## config.mk

```make
export PLATFORM = sky130hd
export DESIGN_NAME = harvard_decode_stage_flat
export DESIGN_NICKNAME = d
export VERILOG_FILES = /design/src/rtl/harvard_decode_stage_if.sv /design/src/rtl/harvard_decode_stage.sv /design/src/flat_wrapper.sv
export SDC_FILE = /design/constraint.sdc
export NUM_CORES = 1
export LEC_CHECK = 0
export ABC_AREA = 1
export CAP_MARGIN = 20
export CORE_ASPECT_RATIO = 2
export CORE_MARGIN = 2
export CORE_UTILIZATION = 30
export DETAILED_ROUTE_END_ITERATION = 10
export PLACE_DENSITY = 0.61
export SYNTH_ARGS = -nofsm -noshare
export SYNTH_HDL_FRONTEND = slang
export SYNTH_SLANG_ARGS = --single-unit
```

## constraint.sdc

```tcl
create_clock -name clk -period 5.23 [get_ports clk]
set_input_delay 0.7845 -clock clk [delete_from_list [all_inputs] [get_ports clk]]
set_output_delay 0.7845 -clock clk [all_outputs]
set_load 0.005 [all_outputs]
```

## src/rtl/harvard_decode_stage_if.sv

```systemverilog
// Fetch-to-decode and decode-to-execute handshake bundle.
// master drives the stage inputs; slave is the decode stage.
interface harvard_decode_stage_if #(
  parameter int XLEN = 32,
  parameter int PC_W = 32
);
  logic            in_valid;
  logic            in_ready;
  logic [31:0]     in_instr;
  logic [PC_W-1:0] in_pc;
  logic            out_valid;
  logic            out_ready;
  logic [PC_W-1:0] out_pc;
  logic [1:0]      out_class;
  logic            out_mem_active;
  logic            out_mem_write;
  logic            out_reg_active;
  logic [4:0]      out_reg_dst;
  logic [XLEN-1:0] out_imm;
  logic            out_branch;
  logic            out_illegal;

  modport master (
    output in_valid, in_instr, in_pc, out_ready,
    input  in_ready, out_valid, out_pc, out_class,
    input  out_mem_active, out_mem_write, out_reg_active,
    input  out_reg_dst, out_imm, out_branch, out_illegal
  );

  modport slave (
    input  in_valid, in_instr, in_pc, out_ready,
    output in_ready, out_valid, out_pc, out_class,
    output out_mem_active, out_mem_write, out_reg_active,
    output out_reg_dst, out_imm, out_branch, out_illegal
  );
endinterface

```

## src/rtl/harvard_decode_stage.sv

```systemverilog
// MIPS decode stage: R/I/J classification with registered
// control, output register plus optional skid entry.
module harvard_decode_stage #(
  parameter int XLEN = 32,
  parameter int PC_W = 32,
  parameter int SKID = 1
) (
  input logic                  clk,
  input logic                  reset,
  input logic                  flush,
  harvard_decode_stage_if.slave bus
);
  typedef struct packed {
    logic [PC_W-1:0] pc;
    logic [1:0]      cls;
    logic            ma;
    logic            mw;
    logic            ra;
    logic [4:0]      dst;
    logic [XLEN-1:0] imm;
    logic            br;
    logic            ill;
  } rec_t;

  typedef enum logic [1:0] {
    EMPTY = 2'd0,
    ONE   = 2'd1,
    TWO   = 2'd2
  } state_e;

  logic [31:0] ins;
  logic [5:0]  op;
  logic [5:0]  fn;
  logic        wr;
  rec_t        dec;

  assign ins = bus.in_instr;
  assign op  = ins[31:26];
  assign fn  = ins[5:0];

  always_comb begin
    dec     = '0;
    wr      = 1'b0;
    dec.pc  = bus.in_pc;
    dec.cls = 2'd1;
    dec.dst = ins[20:16];
    dec.imm = XLEN'($signed(ins[15:0]));
    unique case (op)
      6'h00: begin
        dec.cls = 2'd0;
        dec.dst = ins[15:11];
        unique case (fn)
          6'h00, 6'h02, 6'h03, 6'h21, 6'h23,
          6'h24, 6'h25, 6'h26, 6'h2A, 6'h2B: wr = 1'b1;
          6'h08: dec.br = 1'b1;
          6'h09: begin
            dec.br = 1'b1;
            wr     = 1'b1;
          end
          default: dec.ill = 1'b1;
        endcase
      end
      6'h02, 6'h03: begin
        dec.cls = 2'd2;
        dec.br  = 1'b1;
        dec.imm = XLEN'(ins[25:0]);
        if (op == 6'h03) begin
          wr      = 1'b1;
          dec.dst = 5'd31;
        end
      end
      6'h04, 6'h05, 6'h06, 6'h07: dec.br = 1'b1;
      6'h09, 6'h0A, 6'h0B: wr = 1'b1;
      6'h0C, 6'h0D, 6'h0E: begin
        wr      = 1'b1;
        dec.imm = XLEN'(ins[15:0]);
      end
      6'h0F: begin
        wr      = 1'b1;
        dec.imm = XLEN'($signed({ins[15:0], 16'h0}));
      end
      6'h20, 6'h21, 6'h23, 6'h24, 6'h25: begin
        dec.ma = 1'b1;
        wr     = 1'b1;
      end
      6'h28, 6'h29, 6'h2B: begin
        dec.ma = 1'b1;
        dec.mw = 1'b1;
      end
      default: dec.ill = 1'b1;
    endcase
    // Illegal records still flow, but must not cause side effects.
    if (dec.ill) begin
      dec.cls = 2'd1;
      dec.ma  = 1'b0;
      dec.mw  = 1'b0;
      dec.br  = 1'b0;
      wr      = 1'b0;
    end
    dec.ra = wr & (dec.dst != 5'd0);
  end

  state_e state_q, state_d;
  rec_t   out_q, out_d;
  rec_t   skid_q, skid_d;
  logic   rdy_q;
  logic   acc;
  logic   xfer;

  assign acc  = bus.in_valid & bus.in_ready;
  assign xfer = bus.out_valid & bus.out_ready;

  always_comb begin
    state_d = state_q;
    out_d   = out_q;
    skid_d  = skid_q;
    unique case (state_q)
      EMPTY: begin
        if (acc) begin
          out_d   = dec;
          state_d = ONE;
        end
      end
      ONE: begin
        if (acc && xfer) begin
          out_d = dec;
        end else if (acc) begin
          skid_d  = dec;
          state_d = TWO;
        end else if (xfer) begin
          state_d = EMPTY;
        end
      end
      TWO: begin
        if (xfer) begin
          out_d   = skid_q;
          state_d = ONE;
        end
      end
      default: state_d = EMPTY;
    endcase
    if (flush) state_d = EMPTY;
  end

  always_ff @(posedge clk or posedge reset) begin
    if (reset) begin
      state_q <= EMPTY;
      out_q   <= '0;
      skid_q  <= '0;
      rdy_q   <= 1'b0;
    end else begin
      state_q <= state_d;
      out_q   <= out_d;
      skid_q  <= skid_d;
      rdy_q   <= (state_d != TWO);
    end
  end

  // Without a skid entry the stage never reaches TWO, so rdy_q only gates reset.
  assign bus.in_ready = (SKID != 0) ? rdy_q
                      : rdy_q & ((state_q != ONE) | bus.out_ready);

  assign bus.out_valid      = (state_q != EMPTY);
  assign bus.out_pc         = out_q.pc;
  assign bus.out_class      = out_q.cls;
  assign bus.out_mem_active = out_q.ma;
  assign bus.out_mem_write  = out_q.mw;
  assign bus.out_reg_active = out_q.ra;
  assign bus.out_reg_dst    = out_q.dst;
  assign bus.out_imm        = out_q.imm;
  assign bus.out_branch     = out_q.br;
  assign bus.out_illegal    = out_q.ill;
endmodule

```

## src/flat_wrapper.sv

```systemverilog
// flat-port wrapper written by rule: the top's interface ports become plain ports
module harvard_decode_stage_flat 
#(
  parameter int XLEN = 32,
  parameter int PC_W = 32,
  parameter int SKID = 1
)
  (clk, reset, flush, bus_in_valid, bus_in_instr, bus_in_pc, bus_out_ready, bus_in_ready, bus_out_valid, bus_out_pc, bus_out_class, bus_out_mem_active, bus_out_mem_write, bus_out_reg_active, bus_out_reg_dst, bus_out_imm, bus_out_branch, bus_out_illegal);
  harvard_decode_stage_if #(.XLEN(XLEN), .PC_W(PC_W)) bus_i ();
  input logic clk;
  input logic reset;
  input logic flush;
  input wire logic [$bits(bus_i.in_valid)-1:0] bus_in_valid;
  input wire logic [$bits(bus_i.in_instr)-1:0] bus_in_instr;
  input wire logic [$bits(bus_i.in_pc)-1:0] bus_in_pc;
  input wire logic [$bits(bus_i.out_ready)-1:0] bus_out_ready;
  output wire logic [$bits(bus_i.in_ready)-1:0] bus_in_ready;
  output wire logic [$bits(bus_i.out_valid)-1:0] bus_out_valid;
  output wire logic [$bits(bus_i.out_pc)-1:0] bus_out_pc;
  output wire logic [$bits(bus_i.out_class)-1:0] bus_out_class;
  output wire logic [$bits(bus_i.out_mem_active)-1:0] bus_out_mem_active;
  output wire logic [$bits(bus_i.out_mem_write)-1:0] bus_out_mem_write;
  output wire logic [$bits(bus_i.out_reg_active)-1:0] bus_out_reg_active;
  output wire logic [$bits(bus_i.out_reg_dst)-1:0] bus_out_reg_dst;
  output wire logic [$bits(bus_i.out_imm)-1:0] bus_out_imm;
  output wire logic [$bits(bus_i.out_branch)-1:0] bus_out_branch;
  output wire logic [$bits(bus_i.out_illegal)-1:0] bus_out_illegal;
  assign bus_i.in_valid = bus_in_valid;
  assign bus_i.in_instr = bus_in_instr;
  assign bus_i.in_pc = bus_in_pc;
  assign bus_i.out_ready = bus_out_ready;
  assign bus_in_ready = bus_i.in_ready;
  assign bus_out_valid = bus_i.out_valid;
  assign bus_out_pc = bus_i.out_pc;
  assign bus_out_class = bus_i.out_class;
  assign bus_out_mem_active = bus_i.out_mem_active;
  assign bus_out_mem_write = bus_i.out_mem_write;
  assign bus_out_reg_active = bus_i.out_reg_active;
  assign bus_out_reg_dst = bus_i.out_reg_dst;
  assign bus_out_imm = bus_i.out_imm;
  assign bus_out_branch = bus_i.out_branch;
  assign bus_out_illegal = bus_i.out_illegal;
  harvard_decode_stage #(.XLEN(XLEN), .PC_W(PC_W), .SKID(SKID)) u_core (.clk(clk), .reset(reset), .flush(flush), .bus(bus_i));
endmodule
```

== After elaboration in Yosys (flattened, before gate mapping) ==
Index checks and enable logic that the tools add are counted.

* Bits in registers: 155
* Latch bits: 0
* Memory bits (writable): 0
* ROM bits: 0
* Bits of input ports: 69
* Output and inout bits: 78
* Word-level logic and storage cells: 108
* Memories: 0

* Add/sub/neg operators: 0
* $mul: 0
* Div/mod/pow operators: 0
* $lt $le $gt $ge: 0
* Equal/unequal tests: 38
* Shift-type cells: 0
* Mux-type cells: 27
* Bitwise operators: 4
* Reduce and logical (&&, ||, !) cells: 19

{| class="wikitable"
|+ Operators by type and width
! cell !! count
|-
| 76-bit two-way mux || 3
|-
| 76-bit case mux with 3 select lines || 1
|-
| 32-bit case mux with 3 select lines || 1
|-
| 6-bit == test, second input constant || 15
|-
| 6-bit by 4-bit == test with 1-bit output, second input constant || 9
|-
| 6-bit by 2-bit == test with 1-bit output, second input constant || 4
|-
| 6-bit by 3-bit == test with 1-bit output, second input constant || 4
|-
| 12-bit OR reduction || 2
|-
| 21-bit OR reduction || 1
|-
| 6-bit zero test || 2
|-
| 2-bit two-way mux || 6
|-
| 11-bit OR reduction || 1
|-
| 5-bit case mux with 2 select lines || 1
|-
| 1-bit two-way mux || 8
|-
| 8-bit OR reduction || 1
|-
| 2-bit by 1-bit inequality test with 1-bit output, second input constant || 3
|-
| 2-bit case mux with 3 select lines || 1
|-
| 3-bit OR reduction || 2
|-
| 6-bit OR reduction || 1
|-
| 5-bit two-way mux || 1
|-
| 5-bit nonzero test || 1
|-
| 4-bit two-way mux || 1
|-
| 1-bit case mux with 2 select lines || 2
|-
| 2-bit case mux with 2 select lines || 1
|-
| 13 further kinds || 16
|}

== Logic depth before layout (Yosys ltp) ==
* Depth after elaboration: 8
* Depth in mapped cells: 13

== Worst setup path before layout ==
OpenSTA, ideal clock, no wires.

* Path type: input -> register
* From: in bus_in_instr[31]
* To: reg u_core.skid_q[10] (netlist name)
* Library setup time: 117 ps
* Arrival: 1728 ps
* Required time: 5113 ps
* Slack: 3385 ps
* Stages: 8
* Buffers on the path: 2
* Cells stage by stage: nor2_4 -> nand2_1 -> nor2_4 -> inv_2 -> buf_6 -> buf_2 -> nand3_1 -> nand2_1

* Longest elaborated chain between the ends: 3

{| class="wikitable"
|+ RTL lines
! what !! RTL line !! source
|-
| start: declaration || flat_wrapper.sv:14 || <nowiki>input wire logic [$bits(bus_i.in_instr)-1:0] bus_in_instr;</nowiki>
|-
| 6-bit by 4-bit == test with 1-bit output or 6-bit by 2-bit == test with 1-bit output (tied branches) || harvard_decode_stage.sv:48 || <nowiki>unique case (op)</nowiki>
|-
| 3-bit OR reduction or 2-bit OR reduction (tied branches) || - ||
|-
| 32-bit case mux with 3 select lines (*) || harvard_decode_stage.sv:48 ||
|-
| end signal: assignment || harvard_decode_stage.sv:154 || <nowiki>skid_q <= skid_d;</nowiki>
|-
| end: declaration || harvard_decode_stage.sv:105 || <nowiki>rec_t skid_q, skid_d;</nowiki>
|}

Mark *: on every way between the ends. The rest lies on a longest branch, timed or not.
A chain may end at the register's enable or synchronous reset.

== Worst setup path in the final report ==
* From: in bus_in_instr[29]
* To: reg u_core.out_q (netlist bit u_core.bus.out_imm[28])

* Longest elaborated chain between the ends: 5

{| class="wikitable"
|+ RTL lines
! what !! RTL line !! source
|-
| 6-bit by 4-bit == test with 1-bit output or 6-bit by 2-bit == test with 1-bit output (tied branches) || harvard_decode_stage.sv:48 ||
|-
| 3-bit OR reduction or 2-bit OR reduction (tied branches) || - ||
|-
| 32-bit case mux with 3 select lines (*) || harvard_decode_stage.sv:48 ||
|-
| 76-bit two-way mux, on equally long branches || harvard_decode_stage.sv:125, harvard_decode_stage.sv:119 ||
|-
| 76-bit case mux with 3 select lines (*) || harvard_decode_stage.sv:117 || <nowiki>unique case (state_q)</nowiki>
|-
| end signal: assignment || harvard_decode_stage.sv:153 || <nowiki>out_q <= out_d;</nowiki>
|-
| end: declaration || harvard_decode_stage.sv:104 || <nowiki>rec_t out_q, out_d;</nowiki>
|}

Mark *: on every way between the ends. The rest lies on a longest branch, timed or not. The select of a mux whose other input is x is not followed.

==> summary.log <==
[run_status] outcome finished, final reports clean
[timing] aggregate negative setup slack 0 ns
[floorplan] die outline area 0.02493 sq mm
[floorplan] initial standard-cell utilization of the core 30.49%
[floorplan] number of top-level pins 147
[clocking] clock tree root buffer cell clkbuf_16
[timing] shortest period the worst path allows 2.626 ns
[setup_path] critical path data arrival time 2.90 ns
[synthesis] Mapped Nets 943
[clocking] cts hold-fix bufs 0
[clocking] maximum clock path buffer count 2
[setup_path] Critical Path Start Type primary input
[layout] final antenna diode count 0
[pwr] P_leak 4.322 nW
[timing] Slew Limit Headroom 38.20%
[synthesis] number of synthesized register bits 155
[setup_path] worst setup path class primary input to flop
[clocking] H-tree depth 4
[synthesis] synthesized cell area 0.007083 sq mm
[synthesis] sequential area share after synthesis 54.76%
[floorplan] Chip Width 112.7 um
[setup_path] critical path fanouts, max 11
[pwr] power per cell area 387.3 mW/mm^2
[global_routing] antenna violations before repair 0
[clocking] post-CTS setup buffer count 0
[global_routing] total congestion overflow 0
[setup_path] CP endpoint kind flop
[synthesis] top flip-flop cell by instance count after synthesis dfrtp_1
[floorplan] Die Y-Extent 221.3 um
[clocking] CTS sink count 155
[timing] post-route setup slack 2.604 ns
[timing] highest clock frequency the design can meet 380.8 MHz
[routing] routed len/inst 15.82 um
[synthesis] number of enable-type register cells in the synthesized netlist 0
[routing] post-route DRC violation count 0
[placement] pre-CTS WS 2.190 ns
[floorplan] Core Box Area 0.02323 sq mm
[timing] count of final setup violators 0
[min_path] class of the tightest hold or removal check flop to flop
[global_routing] number of global-route vias before repair 6072
[clocking] cts repair resizes 0
[routing] total vias in the final route 6246
[pwr] Total Power Consumption 3.651 mW
[job] Max Cap Viol 0
[clocking] clock transition time at the flip-flop clock pins of the worst setup and hold paths 0.06 ns
[clocking] clk_lat worst skew 0.42 ns
[routing] violation count after the first detailed-route iteration 442
[clocking] number of buffers inserted during clock tree synthesis 17
[layout] post-layout net count 1065
[synthesis] Post-Syn Area per Cell 8.104 sq um
[timing] count of endpoints failing hold in the final timing report 0
[global_routing] global-route usage over all layers 16.58%
[synthesis] library cells used by synthesis 27
[floorplan] number of cell rows 79
[layout] layout cells sized above 1 5.748%
[timing] Worst Max-Slew Pin Slew 0.9269 ns
[routing] via density per instance 4.834
[timing] Clock Skew 0.01063 ns
[timing] share of the cycle needed by the critical path after routing 50.21%
[timing] RSZ-0062 raised after global routing no
[placement] buffers added on ports 146
[routing] number of search-and-repair iterations in the first detailed-routing pass 5
[synthesis] yosys warns 0
[placement] Post-DP HPWL 13900 um
[setup_path] worst path required time 5.50 ns
[pwr] Worst IR Drop VDD 0.1621 mV
[global_routing] largest net degree at the start of global routing 91
[synthesis] Synth async-reset ratio 100.0%
[clocking] clock tree from TritonCTS yes
[timing] count of final max-slew check failures 0
[global_routing] global-route wire length before repair 32690 um
[layout] post-synthesis to final-layout area growth 33.07%
[routing] total wire length 20440 um
[routing] antenna-violating nets left 0
[placement] placer's final routability congestion estimate 0.8448
[synthesis] post-synthesis cell count 874
## kinds of logic (layout without fill, tap and decap cells)
kind of cell | count (synthesis) | in the layout | share of synthesized area [%]
AOI/OAI and AO/OA | 236 | 236 | 17.19
DFF | 155 | 155 | 54.76
buffers and inverters | 116 | 251 | 7.101
and+or+nand+nor | 367 | 367 | 20.95
## critical path, stage by stage
cell	delay, ns
clkdlybuf4s50_1	0.58
nor2_4	0.24
nand3_2	0.17
nand3_1	0.40
inv_1	0.21
a21oi_1	0.24
nor2_1	0.06
a21oi_1	0.14
o21ai_0	0.08
## cells in the mapped netlist (2+ instances only)
| library cell | instances | area [sq um] |
|---|---|---|
| nand2_1 | 283 | 1062 |
| o21ai_0 | 158 | 790.8 |
| dfrtp_1 | 155 | 3879 |
| inv_1 | 57 | 214.0 |
| a21oi_1 | 39 | 195.2 |
| nor2_1 | 37 | 138.9 |
| nand3_1 | 31 | 155.2 |
| o21ai_1 | 26 | 130.1 |
| clkbuf_1 | 24 | 90.09 |
| buf_2 | 15 | 75.07 |
| buf_4 | 11 | 82.58 |
| inv_2 | 6 | 22.52 |
| nand4_1 | 5 | 31.28 |
| nor2_4 | 4 | 45.04 |
| o211ai_1 | 4 | 30.03 |
| o31ai_1 | 4 | 30.03 |
| nor2_2 | 3 | 18.77 |
| nand3_2 | 2 | 20.02 |
| o21a_1 | 2 | 15.01 |
## sequential cells by signal (all words and copies together) (netlist names)
name	flops
u_core.bus.out_reg_dst	5
u_core.bus.out_imm	32
u_core.state_q	2
u_core.bus.out_branch	1
u_core.bus.out_mem_write	1
u_core.bus.out_reg_active	1
u_core.bus.out_class	2
u_core.bus.out_illegal	1
u_core.bus.out_mem_active	1
u_core.skid_q	76
u_core.bus.out_pc	32
u_core.bus.in_ready	1
## metal layers
layer	track usage (%)	wire length, um	vias up
li1	-	-	3089
met4	8.143	758	0
met3	2.712	725	29
met1	18.80	8146	2961
met5	0	0	-
met2	29.63	10810	167
## worst paths after layout
kind | start | endpoint | slack, ns | cells past startpoint
setup / recovery | bus_in_instr[29] | u_core.bus.out_imm[28] | 2.60 | 9
hold / removal | u_core.skid_q[25] | u_core.skid_q[25] | 0.48 | 2
setup reg to reg | u_core.state_q[0] | u_core.bus.out_imm[10] | 2.91 | 6
hold reg to reg | u_core.skid_q[25] | u_core.skid_q[25] | 0.48 | 2
max in group asynchronous | reset | u_core.skid_q[51] | 3.26 | 3
min in group asynchronous | reset | u_core.bus.out_imm[10] | 0.85 | 2
## through the flow
step	cell area [sq um]	hold slack (ns)	std cells	util, %
after floorplan	7083	0.4437	874	-
after global placement	8695	0.4567	1258	37.43
after detailed placement	8695	0.4598	1258	37.43
after CTS	9385	0.4780	1290	40.40
after global routing	9425	0.4928	1292	40.58
final	9425	0.4753	1292	40.58
## cell type report
class | instances | area, sq um
Fill cell | 2328 | 13800
Sequential cell | 155 | 3879
Multi-Input combinational cell | 603 | 2701
Inverter | 64 | 246.5
Tap cell | 283 | 354.1
Clock inverter | 13 | 237.7
Timing Repair Buffer | 155 | 1554
Clock buffer | 19 | 452.9
## power by group
part	switching, mW	total, mW	internal (mW)
Combinational	0.322	0.653	0.331
Clock	0.508	1.43	0.926
Sequential	0.122	1.56	1.44
## placed cells by master, fill, tap and decap left out, types with 5 or more instances in the layout
cell	instances
dfrtp_1	155
clkbuf_16	17
o21ai_1	26
inv_2	5
inv_1	56
nor2_1	37
nand4_1	5
buf_4	7
clkdlybuf4s50_1	146
a21oi_1	39
nand3_1	31
nand2_1	283
bufinv_16	6
o21ai_0	158
(Power assumes the default switching activity.)
